===== src/rtl/trap_flush_ctrl_pkg.sv =====
// Shared definitions for the trap/flush sequencer: exception codes that start a
// flush sequence, and the sequencer state encoding.
package trap_flush_ctrl_pkg;

    localparam int unsigned EXCEPTION_W = 4;

    localparam logic [EXCEPTION_W-1:0] EXCEPTION_NONE  = EXCEPTION_W'(0);
    localparam logic [EXCEPTION_W-1:0] EXCEPTION_FENCE = EXCEPTION_W'(10);
    localparam logic [EXCEPTION_W-1:0] EXCEPTION_FPU   = EXCEPTION_W'(11);

    typedef enum logic [1:0] {
        TFC_IDLE     = 2'd0,
        TFC_DRAIN    = 2'd1,
        TFC_FLUSH    = 2'd2,
        TFC_REDIRECT = 2'd3
    } tfc_state_e;

    // Events that require a full drain/flush/redirect sequence
    function automatic logic is_flush_event(input logic                   branch,
                                            input logic [EXCEPTION_W-1:0] code);
        return branch | (code == EXCEPTION_FENCE) | (code == EXCEPTION_FPU);
    endfunction

endpackage


===== src/rtl/trap_flush_ctrl_mem_outst_counter.sv =====
// Outstanding data-memory request counter: saturating up/down counter with a
// flag telling whether the count after this cycle's update is zero.
module mem_outst_counter #(
    parameter int unsigned OUTST_W = 2
) (
    input  logic clk,
    input  logic rst_n,
    input  logic inc,
    input  logic dec,
    output logic zero_nxt
);

    localparam logic [OUTST_W-1:0] CNT_MAX = '1;

    logic [OUTST_W-1:0] cnt;
    logic [OUTST_W-1:0] cnt_nxt;

    // Next count: req-only counts up, rsp-only counts down, both/neither hold
    always_comb begin
        cnt_nxt = cnt;
        if (inc && !dec && (cnt != CNT_MAX)) begin
            cnt_nxt = cnt + OUTST_W'(1);
        end else if (dec && !inc && (cnt != '0)) begin
            cnt_nxt = cnt - OUTST_W'(1);
        end
        zero_nxt = (cnt_nxt == '0);
    end

    // Count register
    always_ff @(posedge clk) begin
        if (!rst_n) begin
            cnt <= '0;
        end else begin
            cnt <= cnt_nxt;
        end
    end

    // A response with nothing in flight, or a request beyond capacity, is a protocol bug upstream
    a_no_underflow: assert property (@(posedge clk) disable iff (!rst_n)
                                     !(dec && !inc && (cnt == '0)));
    a_no_overflow:  assert property (@(posedge clk) disable iff (!rst_n)
                                     !(inc && !dec && (cnt == CNT_MAX)));

endmodule


===== src/rtl/trap_flush_ctrl.sv =====
// Trap/flush sequencer downstream of the CSR stage. Each trap, ERET, FENCE or
// FPU-flag event becomes: stall issue -> drain data-memory ops -> 1-cycle flush
// -> fetch redirect handshake.
// Optional build macro TRAP_FLUSH_PERF_EN adds trap and stall-cycle counters.
module trap_flush_ctrl
    import trap_flush_ctrl_pkg::*;
#(
    parameter int unsigned OUTST_W = 2,
    parameter int unsigned PC_W    = 32
) (
    input  logic                   clk,
    input  logic                   rst_n,
    input  logic                   csr_branch_i,
    input  logic [PC_W-1:0]        csr_target_i,
    input  logic [EXCEPTION_W-1:0] csr_exception_i,
    input  logic [PC_W-1:0]        exception_pc_i,
    input  logic                   d_mem_req_i,
    input  logic                   d_mem_rsp_i,
    input  logic                   fetch_ready_i,
    output logic                   stall_o,
    output logic                   flush_o,
    output logic                   redirect_valid_o,
    output logic [PC_W-1:0]        redirect_pc_o,
    output logic                   busy_o
`ifdef TRAP_FLUSH_PERF_EN
    ,
    output logic [31:0]            perf_trap_cnt_o,
    output logic [31:0]            perf_stall_cyc_o
`endif
);

    tfc_state_e      state;
    tfc_state_e      state_nxt;
    logic            evt_c;
    logic [PC_W-1:0] target_c;
    logic            cnt_zero_nxt;
    logic            flush_nxt;
    logic            redirect_valid_nxt;
    logic            busy_nxt;
    logic [PC_W-1:0] redirect_pc_nxt;

    mem_outst_counter #(
        .OUTST_W (OUTST_W)
    ) u_outst (
        .clk      (clk),
        .rst_n    (rst_n),
        .inc      (d_mem_req_i),
        .dec      (d_mem_rsp_i),
        .zero_nxt (cnt_zero_nxt)
    );

    // Event detect and redirect target; an explicit branch wins over the fall-through PC
    always_comb begin
        evt_c    = is_flush_event(csr_branch_i, csr_exception_i);
        target_c = csr_branch_i ? csr_target_i : (exception_pc_i + PC_W'(4));
    end

    // Issue stops in the event cycle itself; held low while in reset
    assign stall_o = rst_n & ((state != TFC_IDLE) | evt_c);

    // State register
    always_ff @(posedge clk) begin
        if (!rst_n) begin
            state <= TFC_IDLE;
        end else begin
            state <= state_nxt;
        end
    end

    // Next-state logic; events outside IDLE are ignored (CSR stage is held by stall)
    always_comb begin
        state_nxt = state;
        case (state)
            TFC_IDLE: begin
                if (evt_c) begin
                    state_nxt = cnt_zero_nxt ? TFC_FLUSH : TFC_DRAIN;
                end
            end
            TFC_DRAIN: begin
                if (cnt_zero_nxt) begin
                    state_nxt = TFC_FLUSH;
                end
            end
            TFC_FLUSH: begin
                state_nxt = TFC_REDIRECT;
            end
            TFC_REDIRECT: begin
                if (fetch_ready_i) begin
                    state_nxt = TFC_IDLE;
                end
            end
            default: begin
                state_nxt = TFC_IDLE;
            end
        endcase
    end

    // Output decode for the registered outputs
    always_comb begin
        flush_nxt          = (state_nxt == TFC_FLUSH);
        redirect_valid_nxt = (state_nxt == TFC_REDIRECT);
        busy_nxt           = (state_nxt != TFC_IDLE);
        redirect_pc_nxt    = redirect_pc_o;
        if ((state == TFC_IDLE) && evt_c) begin
            redirect_pc_nxt = target_c;
        end
    end

    // Output registers
    always_ff @(posedge clk) begin
        if (!rst_n) begin
            flush_o          <= 1'b0;
            redirect_valid_o <= 1'b0;
            busy_o           <= 1'b0;
            redirect_pc_o    <= '0;
        end else begin
            flush_o          <= flush_nxt;
            redirect_valid_o <= redirect_valid_nxt;
            busy_o           <= busy_nxt;
            redirect_pc_o    <= redirect_pc_nxt;
        end
    end

`ifdef TRAP_FLUSH_PERF_EN
    // Performance counters: sequences started and cycles spent stalled
    always_ff @(posedge clk) begin
        if (!rst_n) begin
            perf_trap_cnt_o  <= '0;
            perf_stall_cyc_o <= '0;
        end else begin
            if ((state == TFC_IDLE) && evt_c) begin
                perf_trap_cnt_o <= perf_trap_cnt_o + 32'd1;
            end
            if (stall_o) begin
                perf_stall_cyc_o <= perf_stall_cyc_o + 32'd1;
            end
        end
    end
`endif

endmodule

===== config.mk =====
export PLATFORM = sky130hd
export DESIGN_NAME = trap_flush_ctrl
export DESIGN_NICKNAME = d
export VERILOG_FILES = /design/src/rtl/trap_flush_ctrl_pkg.sv /design/src/rtl/trap_flush_ctrl_mem_outst_counter.sv /design/src/rtl/trap_flush_ctrl.sv
export SDC_FILE = /design/constraint.sdc
export NUM_CORES = 1
export LEC_CHECK = 0
export ABC_AREA = 1
export BUFFER_PORTS_ARGS = -buffer_cell sky130_fd_sc_hd__buf_2
export CORE_ASPECT_RATIO = 0.7
export CORE_MARGIN = 5
export CORE_UTILIZATION = 48
export CTS_CLUSTER_SIZE = 12
export DETAILED_ROUTE_END_ITERATION = 10
export PLACE_DENSITY = 0.8
export SYNTH_ARGS = -nofsm -noshare
export SYNTH_HDL_FRONTEND = slang
export SYNTH_SLANG_ARGS = --single-unit

===== constraint.sdc =====
create_clock -name clk -period 2.35 [get_ports clk]
set_clock_uncertainty 0.2 [all_clocks]
set_input_delay 0.1175 -clock clk [delete_from_list [all_inputs] [get_ports clk]]
set_output_delay 0.1175 -clock clk [all_outputs]
set_load 0.01 [all_outputs]

# After elaboration in Yosys (flattened, before gate mapping)
# Cells that the tools add are included.
[op_classes] addsub=3 n_mul=0 div_mod_pow=0 n_lt_le_gt_ge=0 n_eq_ne=8 shifts=0 n_mux=8 n_bitwise=4 n_reduce_logical=12
[op_table] operator="adder 32 x 3 -> 32 bit (second input constant)" count=1
[op_table] operator="2-to-1 mux 32 bit" count=1
[op_table] operator="2-to-1 mux 2 bit" count=6
[op_table] operator="equality test 2 bit (second input constant)" count=4
[op_table] operator="equality test 4 bit (second input constant)" count=2
[op_table] operator="case mux 2 bit (4 select lines)" count=1
[op_table] operator="nonzero test 2 bit" count=3
[op_table] operator="logical AND 1 bit" count=5
[op_table] operator="zero test 2 bit" count=2
[op_table] operator="OR 1 bit" count=3
[op_table] operator="adder 2 x 1 -> 2 bit (second input constant)" count=1
[op_table] operator="equality test 2 x 1 -> 1 bit (second input constant)" count=1
[op_table] operator="zero test 1 bit" count=2
[op_table] operator="!= test 2 bit (second input constant)" count=1
[op_table] operator="subtractor 2 x 1 -> 2 bit (second input constant)" count=1
[op_table] operator="bitwise AND 1 bit" count=1
[word_totals] register_bits=39 latchBits=0 ramBits=0 rom_bits=0 input_bits=74 output_inout_bits=36 wordCells=41 n_memories=0

# Depth between registers and ports, before layout
[depth] depth_word=10 depth_mapped=13 mapped_depth_nobuf=13

# Modules after synthesis
# From an unflattened synthesis, not the netlist that was laid out.
[hier_totals] hier_cells=423 area_unflattened_um2=2585.0
[by_module_without_submodules] module="trap_flush_ctrl" n_inst=1 cells_per_inst=397 area_each_um2=2408.6 seq_area_each_um2=740.7
[by_module_without_submodules] module="mem_outst_counter" n_inst=1 cells_per_inst=26 area_each_um2=176.4 seq_area_each_um2=40.0

# Worst setup path before layout
# No wires, ideal clock.
[synth_path] path_kind="register to register" startpoint="reg u_outst.cnt[0]" endpoint="reg busy_o" setup_ns=0.114 arrival_time_ns=1.338 required_time_ns=2.036 path_slack_ns=0.697 path_stages_with_launch=13 n_path_buf=0 synth_period_minus_slack_ns=1.653 cell_sequence="dfxtp_1 inv_1 ha_1 nor2_1 nand2_1 nand2_1 nand2_1 nand2_1 nand3_1 nand3_1 nand3_1 nand2_1 nand2_1"
[synth_between] elab_chain_cells=9 word_cells_on_any_way=14 cone_classes="add/sub: 2; eq/ne: 1; mux: 6; reduce/logical: 5"
[synth_lines] item="start: declaration" line="trap_flush_ctrl_mem_outst_counter.sv:15" source="logic [OUTST_W-1:0] cnt;"
[synth_lines] item="start signal: assignment" line="trap_flush_ctrl_mem_outst_counter.sv:34" source="cnt <= cnt_nxt;"
[synth_lines] item="parallel branches: the longest is 3 deep, another holds subtractor 2 x 1 -> 2 bit"
[synth_lines] item="2-to-1 mux 2 bit *" line="trap_flush_ctrl_mem_outst_counter.sv:21" source="if (inc && !dec && (cnt != CNT_MAX)) begin"
[synth_lines] item="zero test 2 bit *" line="trap_flush_ctrl_mem_outst_counter.sv:26" source="zero_nxt = (cnt_nxt == '0);"
[synth_lines] item="2-to-1 mux 2 bit" line="trap_flush_ctrl.sv:76" source="state_nxt = cnt_zero_nxt ? TFC_FLUSH : TFC_DRAIN;"
[synth_lines] item="2-to-1 mux 2 bit" line="trap_flush_ctrl.sv:75" source="if (evt_c) begin"
[synth_lines] item="case mux 2 bit (4 select lines) *" line="trap_flush_ctrl.sv:73" source="case (state)"
[synth_lines] item="nonzero test 2 bit *" line="trap_flush_ctrl.sv:102" source="busy_nxt = (state_nxt != TFC_IDLE);"
[synth_lines] item="end signal: assignment" line="trap_flush_ctrl.sv:119" source="busy_o <= busy_nxt;"
[synth_lines] item="end: declaration" line="trap_flush_ctrl.sv:24" source="output logic busy_o"
# Every way passes the cells marked *.
# A chain may end at the register's enable or synchronous reset.

# Worst setup path in the final report
[layout_path] startpoint="reg state[0]" endpoint="reg redirect_pc_o[14]"
[layout_between] elab_chain_cells=2
[layout_lines] item="start: declaration" line="trap_flush_ctrl.sv:32" source="tfc_state_e state;"
[layout_lines] item="start signal: assignment" line="trap_flush_ctrl.sv:66" source="state <= state_nxt;"
[layout_lines] item="zero test 2 bit" line="trap_flush_ctrl.sv:104" source="if ((state == TFC_IDLE) && evt_c) begin"
[layout_lines] item="logical AND 1 bit" line="trap_flush_ctrl.sv:104"
[layout_lines] item="end signal: assignment" line="trap_flush_ctrl.sv:120" source="redirect_pc_o <= redirect_pc_nxt;"
[layout_lines] item="end: declaration" line="trap_flush_ctrl.sv:23" source="output logic [PC_W-1:0] redirect_pc_o,"
# Every way passes these cells.

==> flow_summary.toml <==
[run_status]
status = "complete, no violations"

[sta]
worst_pin_slew_ps = 451.9
layout_setup_ws_ps = 234.2
rsz0062_at_grt = "no"
layout_worst_path_cycle_share_pct = 90.03
slew_violations = 0
fin_hold_ws_ps = 4.726
slew_headroom_pct = 69.87
period_needed_ps = 2116
setup_violations = 0
setup_tns_ps = 0
hold_violations = 0
max_freq_ghz = 0.4726

[placed_design]
gp_congestion = 0.8990
place_area_sq_um = 3203
place_worst_setup_slack_ps = 430.3
dp_hpwl_um = 6304
port_buffers = 108

[power]
p_per_area_nw_per_um2 = 589.3
switching_share_pct = 34.97
combPwrFrac_pct = 37.9
netSwitchingPower_mw = 0.7570
vdd_drop_max_v = 0.0004484
seqPwrFrac_pct = 39.4
pwr-share-clk_pct = 22.7
power.leakage_nw = 1.817
p_int_mw = 1.408

[finish]
num_antenna_cells = 0
nFillCells = 472
nets = 637
final_cell_area_sq_um = 3674
area_delta_synth_final_pct = 39.74
layout-drive-gt1-share_pct = 26.20

[routing]
totalWireLength_um = 8587
viasPerCell = 5.076
postRouteAntennaNets = 0
drc = 0
drt_iter0_markers = 171
wl_per_cell_um = 13.57
vias = 3213
drtPass1Iterations = 5

[cts]
cts.sinks = 39
clk_path_buf_depth = 2
cts.clk_slew.worst_paths_ps = 70
htreeDepth = 2
cts_setup_buffers = 0
cts.root.buffer_cell = "clkbuf_8"
cts_tree = "built"
clock_latency_ps = 280
numCtsBuffers = 5

[synth]
synth_edf_count = 0
yosysTopAreaCell = "dfxtp_1"
ys_top_cells_by_count = "113 x nand2_1, 57 x nor2_1, 51 x a21oi_1, 39 x dfxtp_1, 29 x o21ai_0"
synth_area_sq_um = 2629
synthArstFlopShare_pct = 0
synth_seq_cells = 39
synth_cells = 423
synth_cell_type_count = 31
syn_avg_cell_area_sq_um = 6.215
yosysTopAreaCellShare_pct = 29.70
synth_warnings = 0
synth_nets = 500
synth-seq-area-share_pct = 29.70
post-synth-top-count-cell = "nand2_1"
synth_area_leaders = "dfxtp_1 30%, nand2_1 16%, a21oi_1 9.7%"
synth_flop_cell = "dfxtp_1"

[worst_setup_path]
slowest_delay_ps = 570
crit_buf_inv = 2
crit_path_max_fanout = 30
end_kind = "flop"
start_kind = "flop"
required_ps = 2380
slowest_stage = "dlygate4sd3_1"
arrival_ps = 2150
criticalPathCategory = "reg -> reg"
path_cells = "nor2_1, nand2_4, inv_6, o21ai_0, a21oi_1, dlygate4sd3_1"
cp_top_family = "buffers and inverters"

[global_routing]
overflow = 0
grt_start_max_net_pins = 41
grt_pass1_wl_um = 14000
antenna_found_initial = 0
grt_usage_pct = 23.83
first_global_vias = 2987

[floorplanning]
core_area_sq_um = 5285
io_pins = 110
die_x_um = 98.45
die_height_um = 71.92
die_area_sq_um = 7080
rows = 22
start_util_pct = 49.74

[job]
drv_cap = 0

[worst_hold_path]
min_path_type = "in -> reg"
## area by class of cell
| cell class | count | area (sq um) | area share [%] |
|---|---|---|---|
| Clock buffer | 8 | 100.1 | 2.725 |
| Multi-Input combinational cell | 337 | 1662 | 45.23 |
| Timing Repair Buffer | 147 | 923.4 | 25.14 |
| Sequential cell | 39 | 780.7 | 21.25 |
| Tap cell | 72 | 90.09 | 2.452 |
| Inverter | 30 | 117.6 | 3.202 |
## worst register-to-register path: cells and delay by family (launching register included)
kind | cells | cell delay [ps]
AND/OR/NAND/NOR | 2 | 430
AO/OA/AOI/OAI | 2 | 290
flip-flops | 1 | 350
buffers and inverters | 2 | 800
## logic make-up (layout without fill, tap and decap cells)
group,count (synthesis),in the layout,share of synthesized area (%)
simple gates,235,235,40.41
compound gates,89,89,17.85
buf+inv,47,185,7.282
flops,39,39,29.70
xor+xnor,10,10,3.332
fa+ha+maj,3,3,1.428
## final timing paths
path | start | to | slack, ps | cells after the start
worst max-delay path | state[0] | redirect_pc_o[14] | 230 | 6
worst min-delay path | exception_pc_i[31] | redirect_pc_o[31] | 5 | 5
worst max register to register | state[0] | redirect_pc_o[14] | 230 | 6
worst min register to register | redirect_pc_o[25] | redirect_pc_o[25] | 260 | 2
## placed cells by master (no fill, tap or decap), types with 4 or more instances in the layout
cell,Yosys,layout
dlygate4sd3_1,0,36
xnor2_1,4,4
nand2_2,7,6
nor2_2,7,7
nand3_1,26,26
dfxtp_1,39,39
clkbuf_8,0,7
a21oi_1,51,51
xor2_1,6,6
nand2_1,113,113
a31oi_1,4,4
inv_1,24,24
nand4_1,4,4
inv_2,6,5
nor2_1,57,57
nand3b_1,11,11
o21ai_0,29,29
buf_2,9,108
## layer usage
layer / track usage, % / vias up / part of all wire, %
met5: 0 / - / 0
met4: 3.030 / 0 / 0.43
met3: 6.628 / 7 / 8.8
met2: 39.85 / 112 / 46
met1: 31.84 / 1443 / 45
li1: - / 1651 / -
## power groups by stage
stage                     Clock (mW)  Combinational (mW)  Sequential [mW]
after floorplan                    0               0.384            0.915
after global placement             0               0.695            0.857
after detailed placement           0               0.713            0.861
after CTS                      0.500               0.803            0.849
after global routing           0.525               0.914            0.866
final                          0.492               0.821            0.852
## registers in the layout (all words and copies together), names as in the netlist
name / count
redirect_pc_o: 32
state: 2
u_outst.cnt: 2
busy_o: 1
flush_o: 1
redirect_valid_o: 1
## timing repair
action,CTS,global route
endpoints found under the hold margin,24,0
endpoints found under the setup margin,0,12
hold buffers,36,0
resized for setup,0,4
## through the flow
stage	util, %	power [mW]	instances
2_1_floorplan	-	1.299	423
3_3_place_gp	60.61	1.552	589
3_5_place_dp	60.61	1.574	589
4_1_cts	69.32	2.153	633
5_1_grt	69.51	2.305	633
6_report	69.51	2.165	633
Power figures use the tool's default switching activity.
